[config.mk]
export PLATFORM = sky130hd
export DESIGN_NAME = imm_ext_pipe
export DESIGN_NICKNAME = d
export VERILOG_FILES = /design/src/rtl/imm_ext_pipe.sv
export SDC_FILE = /design/constraint.sdc
export NUM_CORES = 1
export LEC_CHECK = 0
export BUFFER_PORTS_ARGS = -buffer_cell sky130_fd_sc_hd__buf_2
export CAP_MARGIN = 0
export CORE_UTILIZATION = 30
export CTS_BUF_LIST = sky130_fd_sc_hd__clkbuf_16
export DETAILED_ROUTE_END_ITERATION = 6
export RECOVER_POWER = 100
export SYNTH_ARGS = -nofsm -noshare
export SYNTH_HDL_FRONTEND = slang
export SYNTH_SLANG_ARGS = --single-unit
[constraint.sdc]
create_clock -name clk -period 4.7 [get_ports clk]
set_input_delay 1.41 -clock clk [delete_from_list [all_inputs] [get_ports clk]]
set_output_delay 1.41 -clock clk [all_outputs]
set_load 0.01 [all_outputs]
[src/rtl/imm_ext_pipe.sv]
// Pipelined immediate extender: computes the extended operand at push time and
// holds results in a 2-entry FIFO with valid/ready on both sides.
module imm_ext_pipe #(
  parameter int IN_W  = 16,
  parameter int OUT_W = 32,
  parameter int CNT_W = 8
) (
  input  logic             clk,
  input  logic             rst_n,
  input  logic             flush,
  input  logic             in_valid,
  output logic             in_ready,
  input  logic [IN_W-1:0]  in_imm,
  input  logic [2:0]       in_mode,
  output logic             out_valid,
  input  logic             out_ready,
  output logic [OUT_W-1:0] out_data,
  output logic             out_err,
  output logic [CNT_W-1:0] err_cnt
);

  localparam int S = OUT_W - IN_W;
  localparam logic [CNT_W-1:0] CNT_MAX = {CNT_W{1'b1}};

  // Returns {illegal, data}; illegal modes yield zero data.
  function automatic logic [OUT_W:0] extend(input logic [IN_W-1:0] imm, input logic [2:0] mode);
    logic [OUT_W-1:0] zext;
    logic [OUT_W-1:0] sext;
    zext = {{S{1'b0}}, imm};
    sext = {{S{imm[IN_W-1]}}, imm};
    case (mode)
      3'b000:  extend = {1'b0, zext};
      3'b001:  extend = {1'b0, sext};
      3'b010:  extend = {1'b0, imm, {S{1'b0}}};
      3'b011:  extend = {1'b0, sext << 2};
      3'b100:  extend = {1'b0, zext << 2};
      default: extend = {1'b1, {OUT_W{1'b0}}};
    endcase
  endfunction

  logic [1:0][OUT_W-1:0] data_q, data_d;
  logic [1:0]            err_q, err_d;
  logic                  wr_ptr_q, wr_ptr_d;
  logic                  rd_ptr_q, rd_ptr_d;
  logic [1:0]            count_q, count_d;
  logic [CNT_W-1:0]      err_cnt_q, err_cnt_d;
  logic [OUT_W:0]        ext_s;
  logic                  push_s;
  logic                  pop_s;

  assign in_ready  = (count_q < 2'd2);
  assign out_valid = (count_q != 2'd0);
  assign push_s    = in_valid & in_ready;
  assign pop_s     = out_valid & out_ready;
  assign ext_s     = extend(in_imm, in_mode);
  assign err_cnt   = err_cnt_q;

  // Head entry presented only while valid, zero otherwise.
  always_comb begin
    if (out_valid) begin
      out_data = data_q[rd_ptr_q];
      out_err  = err_q[rd_ptr_q];
    end else begin
      out_data = {OUT_W{1'b0}};
      out_err  = 1'b0;
    end
  end

  // Next-state for FIFO storage, pointers, occupancy and illegal-mode counter.
  always_comb begin
    data_d    = data_q;
    err_d     = err_q;
    wr_ptr_d  = wr_ptr_q;
    rd_ptr_d  = rd_ptr_q;
    count_d   = count_q;
    err_cnt_d = err_cnt_q;
    // Illegal pushes are counted even when a flush discards them.
    if (push_s && ext_s[OUT_W] && (err_cnt_q != CNT_MAX)) begin
      err_cnt_d = err_cnt_q + {{(CNT_W-1){1'b0}}, 1'b1};
    end else begin
      err_cnt_d = err_cnt_q;
    end
    if (flush) begin
      count_d  = 2'd0;
      wr_ptr_d = 1'b0;
      rd_ptr_d = 1'b0;
    end else begin
      if (push_s) begin
        data_d[wr_ptr_q] = ext_s[OUT_W-1:0];
        err_d[wr_ptr_q]  = ext_s[OUT_W];
        wr_ptr_d         = ~wr_ptr_q;
      end else begin
        wr_ptr_d = wr_ptr_q;
      end
      if (pop_s) begin
        rd_ptr_d = ~rd_ptr_q;
      end else begin
        rd_ptr_d = rd_ptr_q;
      end
      case ({push_s, pop_s})
        2'b10:   count_d = count_q + 2'd1;
        2'b01:   count_d = count_q - 2'd1;
        default: count_d = count_q;
      endcase
    end
  end

  // State registers.
  always_ff @(posedge clk or negedge rst_n) begin
    if (!rst_n) begin
      data_q    <= '0;
      err_q     <= 2'b00;
      wr_ptr_q  <= 1'b0;
      rd_ptr_q  <= 1'b0;
      count_q   <= 2'd0;
      err_cnt_q <= {CNT_W{1'b0}};
    end else begin
      data_q    <= data_d;
      err_q     <= err_d;
      wr_ptr_q  <= wr_ptr_d;
      rd_ptr_q  <= rd_ptr_d;
      count_q   <= count_d;
      err_cnt_q <= err_cnt_d;
    end
  end

endmodule

==> impl_metrics.py, run 1 <==
metrics = {
    "synthesis": {
        "synth.yosys.seq_area_share_pct": 49.20,
        "synth_area_per_cell_um2": 8.856,
        "synth_edf_count": 0,
        "synth_cell_type_count": 39,
        "synthCells": 448,
        "synth_fp_nets": 473,
        "ys_async_sr_fraction_pct": 100.0,
        "synth-seq-cells": 78,
        "synth-main-ff-cell": "dfrtp_1",
        "synth-warning-count": 0,
        "syn_area_um2": 3968,
    },
    "min_path": {
        "hp-class": "flop to flop",
    },
    "power_and_ir_drop": {
        "p_total_w": 0.001919,
        "ir_worst_vdd_v": 0.0002640,
        "power_density_nw_per_um2": 421.4,
        "power_leakage_nw": 1.884,
    },
    "clock_tree": {
        "numCtsBuffers": 9,
        "htreeDepth": 3,
        "cts-resized-gates": 0,
        "cts_tree": "built",
        "worstSkewPairLatency_ns": 0.34,
        "post_cts_buffers": 0,
        "cts.sinks": 78,
        "clk_path_buf_depth": 2,
        "postCtsHoldBufs": 0,
        "path_clk_slew_ns": 0.06,
        "clockRootBuffer": "clkbuf_16",
    },
    "timing": {
        "maxSlewHeadroom_pct": -28.86,
        "finClkSkew_ns": 0.01273,
        "finalHoldViolations": 0,
        "max_slew.worst_pin.slew_ns": 1.933,
        "report.final.setup_viol": 0,
        "rsz0062_at_grt": "no",
        "fin_crit_sh_pct": 81.57,
        "setup_tns_ns": 0,
        "fin_crit_ns": 3.834,
        "fmax_ghz": 0.2608,
        "slew_violations": 95,
    },
    "grt": {
        "track_usage_pct": 15.40,
        "grt_max_degree": 79,
        "grt_pass1_wl_mm": 15.81,
        "grt_overflow": 0,
        "antenna_found_initial": 0,
        "grt_pass1_vias": 3062,
    },
    "final_layout": {
        "area_growth_pct": 14.79,
        "drive_gt1_share_pct": 8.417,
        "final_area_um2": 4554,
        "insertedDiodeCount": 0,
        "instances_no_fill": 671,
        "layout.nets": 519,
    },
    "place": {
        "postPlaceCellArea_um2": 4350,
        "hpwl_mm": 6.698,
        "io_buffers": 66,
        "numPlacedInstances": 655,
        "gp_congestion": 0.8046,
    },
    "setup_path": {
        "crit_fanout": 18,
        "worstPathArrival_ns": 2.42,
        "cp-start-kind": "flop",
        "cpMostUsedCell": "nor2_1",
        "cp_top_family": "simple AND/OR/NAND/NOR gates",
        "slowest_stage": "nor2_1",
        "worstPathCellList": "nor2_1 > buf_4 > nor2_1 > clkbuf_1",
        "crit_buf_inv": 2,
        "slowest_delay_ns": 1.00,
        "critPathKind": "flop to primary output",
        "worstPathRequired_ns": 3.29,
        "worst_setup_path_end_kind": "primary output",
    },
    "floorplan": {
        "die_w_um": 117,
        "coreArea_um2": 12770,
        "die_h_um": 117,
        "initial_core_util_pct": 31.06,
        "die-area_um2": 13690,
        "io_pins": 67,
        "core.rowCount": 41,
    },
    "flow_run": {
        "cap_viol_max_count": 2,
    },
    "drt": {
        "via_per_inst": 4.794,
        "wl_per_cell_um": 14.58,
        "drt-total-wl_mm": 9.784,
        "drtIter0Drc": 204,
        "drcViolationCount": 0,
        "vias": 3217,
        "first_pass_iters": 4,
        "final_antenna_net_count": 0,
    },
    "outcome": {
        "violations": "capacitance limit, slew limit",
        "outcome": "finished with violations",
    },
}
## where the power goes
| part | switching [W] | internal [W] |
|---|---|---|
| clock | 0.000266 | 0.000403 |
| combinational | 0.000211 | 0.000138 |
| sequential | 0.0000990 | 0.000802 |
| total | 0.000576 | 0.00134 |
## path summary, 6_finish.rpt
| path | from | end | slack, ns | depth (start not counted) |
|---|---|---|---|---|
| max reg2reg | count_q[1] | data_q[57] | 1.91 | 5 |
| min reg2reg | data_q[11] | data_q[11] | 0.48 | 2 |
| min in group asynchronous | rst_n | data_q[15] | 1.61 | 1 |
| max | count_q[1] | out_data[22] | 0.87 | 4 |
| min | data_q[11] | data_q[11] | 0.48 | 2 |
| max in group asynchronous | rst_n | rd_ptr_q | 1.82 | 1 |
## worst min-delay path, cell delays in order (launching register included)
cell	delay [ns]
dfrtp_1	0.34
nand2_1	0.04
o21ai_0	0.06
## placed cells by master, fill, tap and decap left out, drive strengths merged, types with 3 or more instances in the layout
cell type  netlist  routed
dfrtp           78      78
nand2           76      76
o21ai           68      68
clkbuf          11      55
a21oi           45      45
nor2            44      44
mux2i           33      33
buf             22      22
nand3           16      16
nand2b          16      16
inv              7       9
clkinv           0       4
nor3b            3       3
mux2             3       3
xor2             3       3
## registers in the layout, summed over array words and instances (netlist names)
register	cells
err_cnt	8
wr_ptr_q	1
count_q	2
rd_ptr_q	1
err_q	2
data_q	64
## cell type report
| cell class | count | area, um^2 |
|---|---|---|
| Fill cell | 1350 | 8219 |
| Sequential cell | 78 | 1953 |
| Multi-Input combinational cell | 330 | 1789 |
| Timing Repair Buffer | 68 | 286.5 |
| Clock buffer | 9 | 225.2 |
| Tap cell | 172 | 215.2 |
| Clock inverter | 7 | 58.81 |
| Inverter | 7 | 26.28 |
## logic make-up (layout without fill, tap and decap cells)
group	after synthesis	after routing	share of synthesized area [%]
AND/OR/NAND/NOR	167	167	19.02
AO/OA/AOI/OAI	121	121	15.89
flip-flops	78	78	49.20
buffers and inverters	40	91	5.298
multiplexers	36	36	9.177
XOR/XNOR	5	5	1.104
adder cells (fa/ha/maj)	1	1	0.3153
## stage by stage
stage                     setup slack, ns  hold slack [ns]  util [%]
final                              0.8661           0.4787     35.65
after CTS                           1.118           0.4828     36.28
after detailed placement            1.395           0.4705     34.06
after global placement              1.439           0.4617     34.06
after floorplan                     2.141           0.4479         -
after global routing               0.5584           0.5002     35.65
## synth_stat cells (all sizes together) (2+ instances only)
| cell type | number | share of area [%] |
|---|---|---|
| a21oi | 45 | 5.7 |
| and3 | 2 | 0.32 |
| nand2b | 16 | 2.7 |
| nand2 | 76 | 7.2 |
| nor3b | 3 | 0.69 |
| nor2 | 44 | 4.2 |
| nor3 | 2 | 0.25 |
| inv | 7 | 0.66 |
| mux2 | 3 | 0.85 |
| o21ai | 68 | 8.7 |
| xor2 | 3 | 0.66 |
| buf | 22 | 3.6 |
| o211ai | 2 | 0.38 |
| clkbuf | 11 | 1.0 |
| xnor2 | 2 | 0.44 |
| dfrtp | 78 | 49 |
| a31oi | 2 | 0.32 |
| nor4 | 2 | 0.32 |
| mux2i | 33 | 8.3 |
| nand3 | 16 | 2.0 |
| nor2b | 2 | 0.50 |
## metal layers
metal	vias to the layer above	global-route usage, %	share of wire [%]
li1	1611	-	-
met1	1522	20.64	49
met2	75	24.14	46
met3	9	3.965	4.1
met4	0	5.401	1.1
met5	-	0	0
Note: power is estimated with default switching activity, not from simulation.
==> run 2, diff against run 1 <==
==> constraint.sdc (replaced) <==
create_clock -name clk -period 3.8 [get_ports clk]
set_input_delay 1.14 -clock clk [delete_from_list [all_inputs] [get_ports clk]]
set_output_delay 1.14 -clock clk [all_outputs]
set_load 0.01 [all_outputs]
==> run 2 against run 1 <==
- count of clock-buffer cells in the layout unchanged
- die area unchanged
- the flow still finishes with violations (capacitance limit, slew limit)
- non-clock buffer count increased by 4
- hold slack about the same
- highest routed layer unchanged
- clock skew decreased by 0.0063 ns
- setup slack got worse by 0.23 ns
- via count increased by 1.6%
- critical path depth unchanged
==> impl_metrics.py, run 2 (synthesis results as in run 1) <==
metrics = {
    "outcome": {
        "outcome": "finished with violations",
        "violations": "capacitance limit, slew limit",
    },
    "drt": {
        "drcViolationCount": 0,
        "via_per_inst": 4.843,
        "drtIter0Drc": 164,
        "final_antenna_net_count": 0,
        "wl_per_cell_um": 14.56,
        "first_pass_iters": 4,
        "vias": 3269,
        "drt-total-wl_mm": 9.829,
    },
    "floorplan": {
        "io_pins": 67,
        "die-area_um2": 13690,
        "die_w_um": 117,
        "coreArea_um2": 12770,
        "core.rowCount": 41,
        "initial_core_util_pct": 31.06,
        "die_h_um": 117,
    },
    "timing": {
        "fmax_ghz": 0.3162,
        "setup_tns_ns": 0,
        "report.final.setup_viol": 0,
        "finalHoldViolations": 0,
        "slew_violations": 79,
        "rsz0062_at_grt": "no",
        "max_slew.worst_pin.slew_ns": 1.928,
        "fin_crit_ns": 3.163,
        "maxSlewHeadroom_pct": -28.55,
        "fin_crit_sh_pct": 83.23,
        "finClkSkew_ns": 0.006414,
    },
    "final_layout": {
        "fin_util_pct": 35.88,
        "register_area_um2": 1953,
        "most-common-layout-cells": "dfrtp_1, nand2_1, o21ai_0",
        "insertedDiodeCount": 0,
        "final_common_cell": "dfrtp_1",
        "layout.nets": 523,
        "multi_input_area_um2": 1793,
        "final_area_um2": 4583,
        "largest_reg_flops": 64,
        "area_growth_pct": 15.52,
        "fillCellCount": 1327,
        "drive_gt1_share_pct": 9.543,
        "top_register": "data_q",
    },
    "place": {
        "gp_congestion": 0.8191,
        "io_buffers": 66,
        "hpwl_mm": 6.882,
        "postPlaceCellArea_um2": 4380,
    },
    "setup_path": {
        "crit_end": "out_data[21]",
        "worst_setup_path_end_kind": "primary output",
        "worstPathRequired_ns": 2.66,
        "cp_top_family": "flip-flops",
        "cp-start-kind": "flop",
        "cp_num_cells": 4,
        "worstPathCellList": "clkbuf_1 > mux2i_1 > nor2_1 > clkbuf_1",
        "crit_buf_inv": 2,
        "cpMostUsedCell": "clkbuf_1",
        "critPathKind": "flop to primary output",
        "reg2regPathDepth": 6,
        "crit_fanout": 21,
        "slowest_delay_ns": 0.81,
        "worstPathArrival_ns": 2.02,
        "slowest_stage": "dfrtp_2",
        "r2r_end": "rd_ptr_q",
        "timing.rr.start": "count_q[1]",
        "crit_start": "rd_ptr_q",
        "reg2reg_slack_ns": 1.96,
    },
    "clock_tree": {
        "path_clk_slew_ns": 0.06,
        "clockRootBuffer": "clkbuf_16",
        "postCtsHoldBufs": 0,
        "cts.sinks": 78,
        "worstSkewPairLatency_ns": 0.33,
        "numCtsBuffers": 9,
        "clk_path_buf_depth": 2,
        "post_cts_buffers": 0,
        "cts-resized-gates": 0,
        "cts_tree": "built",
        "htreeDepth": 3,
    },
    "grt": {
        "track_usage_pct": 15.44,
        "grt_pass1_vias": 3082,
        "antenna_found_initial": 0,
        "grt_overflow": 0,
        "grt_max_degree": 79,
        "grt_pass1_wl_mm": 15.99,
    },
    "power_and_ir_drop": {
        "power_density_nw_per_um2": 517.7,
        "power_leakage_nw": 1.905,
        "ir_worst_vdd_v": 0.0002776,
    },
    "flow_run": {
        "cap_viol_max_count": 1,
    },
    "min_path": {
        "hp-class": "flop to flop",
    },
}
==> run 2: cell type report <==
type,count,area share (%)
clock buffer,9,4.914
clock inverter,7,1.256
inverter,7,0.5733
multi-input combinational,330,39.12
sequential,78,42.62
tap,172,4.696
timing repair buffer,72,6.825
==> run 2: worst min path at each step <==
stage,startpoint,end,slack [ns],cells after the start
after detailed placement,data_q[49],data_q[49],0.47,2
final,data_q[47],data_q[47],0.48,2
after global routing,data_q[20],data_q[20],0.49,2
after CTS,data_q[49],data_q[49],0.48,2
after global placement,data_q[34],data_q[34],0.46,2
after floorplan,data_q[1],data_q[1],0.45,2
==> run 2: report_power, final <==
part / total [W] / leakage, nW / internal, W / switching [W]
logic: 0.000446 / 0.732 / 0.000174 / 0.000271
registers: 0.00111 / 1.03 / 0.000992 / 0.000116
clock network: 0.000819 / 0.143 / 0.000498 / 0.000321
==> run 2: worst register-to-register path: stages (launching register included) <==
cell	delay, ns
dfrtp_1	0.44
nor2_1	0.19
clkbuf_1	0.62
inv_1	0.16
nand2_1	0.13
xor2_1	0.15
nor2_1	0.05
==> run 2: routing by layer <==
layer / GRT usage, % / wire [um] / up-vias
met1: 21.17 / 4701 / 1570
met4: 4.051 / 65 / 0
met5: 0 / 0 / -
met3: 3.759 / 412 / 6
met2: 24.42 / 4650 / 77
li1: - / - / 1616
==> run 2: stage by stage <==
| step | setup WS (ns) | hold WS (ns) | total power, W | cells |
|---|---|---|---|---|
| floorplan | 1.511 | 0.4479 | 0.001419 | 448 |
| finish | 0.6373 | 0.4784 | 0.002373 | 675 |
| detailed placement | 1.079 | 0.4700 | 0.001603 | 659 |
| global placement | 1.138 | 0.4627 | 0.001578 | 659 |
| CTS | 0.7085 | 0.4824 | 0.002432 | 675 |
| global route | 0.4744 | 0.4913 | 0.002527 | 675 |
==> run 3, diff against run 2 <==
--- a/config.mk
+++ b/config.mk
@@ -5,6 +5,7 @@
 export SDC_FILE = /design/constraint.sdc
 export NUM_CORES = 1
 export LEC_CHECK = 0
+export ABC_AREA = 1
 export BUFFER_PORTS_ARGS = -buffer_cell sky130_fd_sc_hd__buf_2
 export CAP_MARGIN = 0
 export CORE_UTILIZATION = 30
==> constraint.sdc (replaced) <==
create_clock -name clk -period 3.1 [get_ports clk]
set_input_delay 0.93 -clock clk [delete_from_list [all_inputs] [get_ports clk]]
set_output_delay 0.93 -clock clk [all_outputs]
set_load 0.01 [all_outputs]
==> run 3 against run 2 <==
- the run now ends clean
- die area increased by 2.9%
- area after synthesis increased by 2.9%
- count of clock-buffer cells in the layout unchanged
- critical path type unchanged
- largest power group unchanged
==> impl_metrics.py, run 3 <==
metrics = {
    "synthesis": {
        "yosys-top-cells-count": "nand2_1, dfrtp_1, inv_1",
        "yosysTopAreaCell": "dfrtp_1",
        "synth_top_area_share_pct": 47.79,
        "synth-warning-count": 0,
        "synth.yosys.seq_area_share_pct": 47.79,
        "synth_edf_count": 0,
        "synth_cell_type_count": 29,
        "synth.area.top_cells": "dfrtp_1, nand2_1, a21oi_1, o21ai_0, inv_1",
        "synth_fp_nets": 587,
        "yosysMostFrequentCell": "nand2_1",
        "synth_area_per_cell_um2": 7.267,
        "synth-main-ff-cell": "dfrtp_1",
        "syn_area_um2": 4084,
        "synth-seq-cells": 78,
        "synthCells": 562,
        "ys_async_sr_fraction_pct": 100.0,
    },
    "final_layout": {
        "layout.nets": 644,
        "insertedDiodeCount": 0,
        "final_common_cell": "nand2_1",
        "largest_reg_flops": 64,
        "area_growth_pct": 15.84,
        "most-common-layout-cells": "nand2_1, dfrtp_1, o21ai_0",
        "top_register": "data_q",
        "drive_gt1_share_pct": 8.654,
    },
    "drt": {
        "vias": 3776,
        "drt-total-wl_mm": 10.89,
        "via_per_inst": 4.720,
        "final_antenna_net_count": 0,
        "drtIter0Drc": 208,
        "drcViolationCount": 0,
        "wl_per_cell_um": 13.61,
        "first_pass_iters": 5,
    },
    "setup_path": {
        "crit_fanout": 29,
        "crit_buf_inv": 3,
        "worstPathCellList": "inv_1 > buf_4 > nand2_1 > a21oi_1 > clkbuf_1",
        "slowest_delay_ns": 0.38,
        "cp-start-kind": "flop",
        "cp_top_family": "buffers and inverters",
        "worstPathArrival_ns": 1.59,
        "worst_setup_path_end_kind": "primary output",
        "slowest_stage": "dfrtp_1",
        "worstPathRequired_ns": 2.17,
        "critPathKind": "flop to primary output",
    },
    "floorplan": {
        "die_h_um": 118.7,
        "core.rowCount": 42,
        "io_pins": 67,
        "coreArea_um2": 13240,
        "die-area_um2": 14080,
        "die_w_um": 118.7,
        "initial_core_util_pct": 30.84,
    },
    "clock_tree": {
        "worstSkewPairLatency_ns": 0.33,
        "cts.sinks": 78,
        "post_cts_buffers": 0,
        "numCtsBuffers": 9,
        "cts_tree": "built",
        "clockRootBuffer": "clkbuf_16",
        "clk_path_buf_depth": 2,
        "htreeDepth": 3,
        "cts-resized-gates": 0,
        "path_clk_slew_ns": 0.06,
        "postCtsHoldBufs": 0,
    },
    "timing": {
        "report.final.setup_viol": 0,
        "fin_crit_ns": 2.519,
        "maxSlewHeadroom_pct": 16.92,
        "fmax_ghz": 0.3970,
        "max_slew.worst_pin.slew_ns": 1.245,
        "slew_violations": 0,
        "setup_tns_ns": 0,
        "finClkSkew_ns": 0.008126,
        "rsz0062_at_grt": "no",
        "fin_crit_sh_pct": 81.25,
        "finalHoldViolations": 0,
    },
    "power_and_ir_drop": {
        "power_leakage_nw": 2.346,
        "power_density_nw_per_um2": 710.7,
        "ir_worst_vdd_v": 0.0003261,
        "p_total_w": 0.003362,
    },
    "grt": {
        "grt_pass1_wl_mm": 17.93,
        "grt_util_met1_pct": 21.49,
        "track_usage_pct": 16.21,
        "grt_max_degree": 43,
        "grt_pass1_vias": 3597,
        "grt_util_met3_pct": 3.378,
        "gr-usage-met2_pct": 25.73,
        "busiest_layer": "met2",
        "antenna_found_initial": 0,
        "grt_overflow": 0,
    },
    "place": {
        "hpwl_mm": 7.631,
        "gp_congestion": 0.8448,
        "io_buffers": 66,
    },
    "outcome": {
        "outcome": "completed",
    },
    "flow_run": {
        "cap_viol_max_count": 0,
    },
    "min_path": {
        "hp-class": "flop to flop",
    },
}
[run 3: cell types whose count changed after synthesis, moves of 5 or more]
cell | before | now
a21oi_1 | 45 | 34
inv_2 | 0 | 5
o21ai_1 | 33 | 22
nand2_1 | 76 | 269
nor2_1 | 43 | 9
nand2b_1 | 15 | 0
inv_1 | 7 | 43
mux2i_1 | 33 | 0
o21ai_2 | 1 | 7
[run 3: final cells by class]
type,instances,area [um^2]
Fill cell,1452,8512
Sequential cell,78,1952
Multi-Input combinational cell,408,1760
Timing Repair Buffer,74,321.6
Clock buffer,9,225.2
Tap cell,176,220.2
Inverter,48,180.2
Clock inverter,7,71.32
[run 3: routing by layer]
| layer | up-vias | routed length, um |
|---|---|---|
| met5 | - | 0 |
| li1 | 1866 | - |
| met3 | 22 | 547 |
| met2 | 117 | 5072 |
| met1 | 1771 | 5039 |
| met4 | 0 | 232 |
[run 3: kinds of logic (layout without fill, tap and decap cells)]
family          after synthesis  count (layout)  synth area share [%]
xor+xnor                      3               3                0.6435
simple gates                306             306                 29.96
fa+ha+maj                     1               1                0.3063
buf+inv                      76             138                 8.333
flops                        78              78                 47.79
compound gates               98              98                 12.96
[run 3: worst min-delay path: cells and delay by family (launching register included)]
kind	cells	cell delay, ns
DFF	1	0.34
and+or+nand+nor	2	0.11
[run 3: stage by stage]
step | cells | hold WS (ns) | cell area, um^2 | utilization [%] | setup slack, ns
2_1_floorplan | 562 | 0.4366 | 4084 | - | 1.110
3_3_place_gp | 784 | 0.4616 | 4539 | 34.28 | 0.9591
3_5_place_dp | 784 | 0.4648 | 4539 | 34.28 | 0.9046
4_1_cts | 800 | 0.4817 | 4836 | 36.52 | 0.5704
5_1_grt | 800 | 0.4935 | 4731 | 35.72 | 0.3524
6_report | 800 | 0.4795 | 4731 | 35.72 | 0.5812
[run 3: worst paths after layout]
kind | startpoint | to | slack [ns] | cells after the start
worst max-delay path | rd_ptr_q | out_data[7] | 0.58 | 5
worst min-delay path | data_q[13] | data_q[13] | 0.48 | 2
worst max register to register | count_q[1] | data_q[26] | 0.92 | 6
worst min register to register | data_q[13] | data_q[13] | 0.48 | 2
max in group asynchronous | rst_n | data_q[39] | 0.76 | 2
min in group asynchronous | rst_n | data_q[25] | 0.78 | 1
[run 3: power by group]
| group | total, W | switching (W) | internal, W | leakage (nW) |
|---|---|---|---|---|
| Combinational | 0.000848 | 0.000572 | 0.000276 | 1.17 |
| Clock | 0.00106 | 0.000433 | 0.000625 | 0.142 |
| Sequential | 0.00146 | 0.000168 | 0.00129 | 1.03 |
| Total | 0.00336 | 0.00117 | 0.00219 | 2.35 |
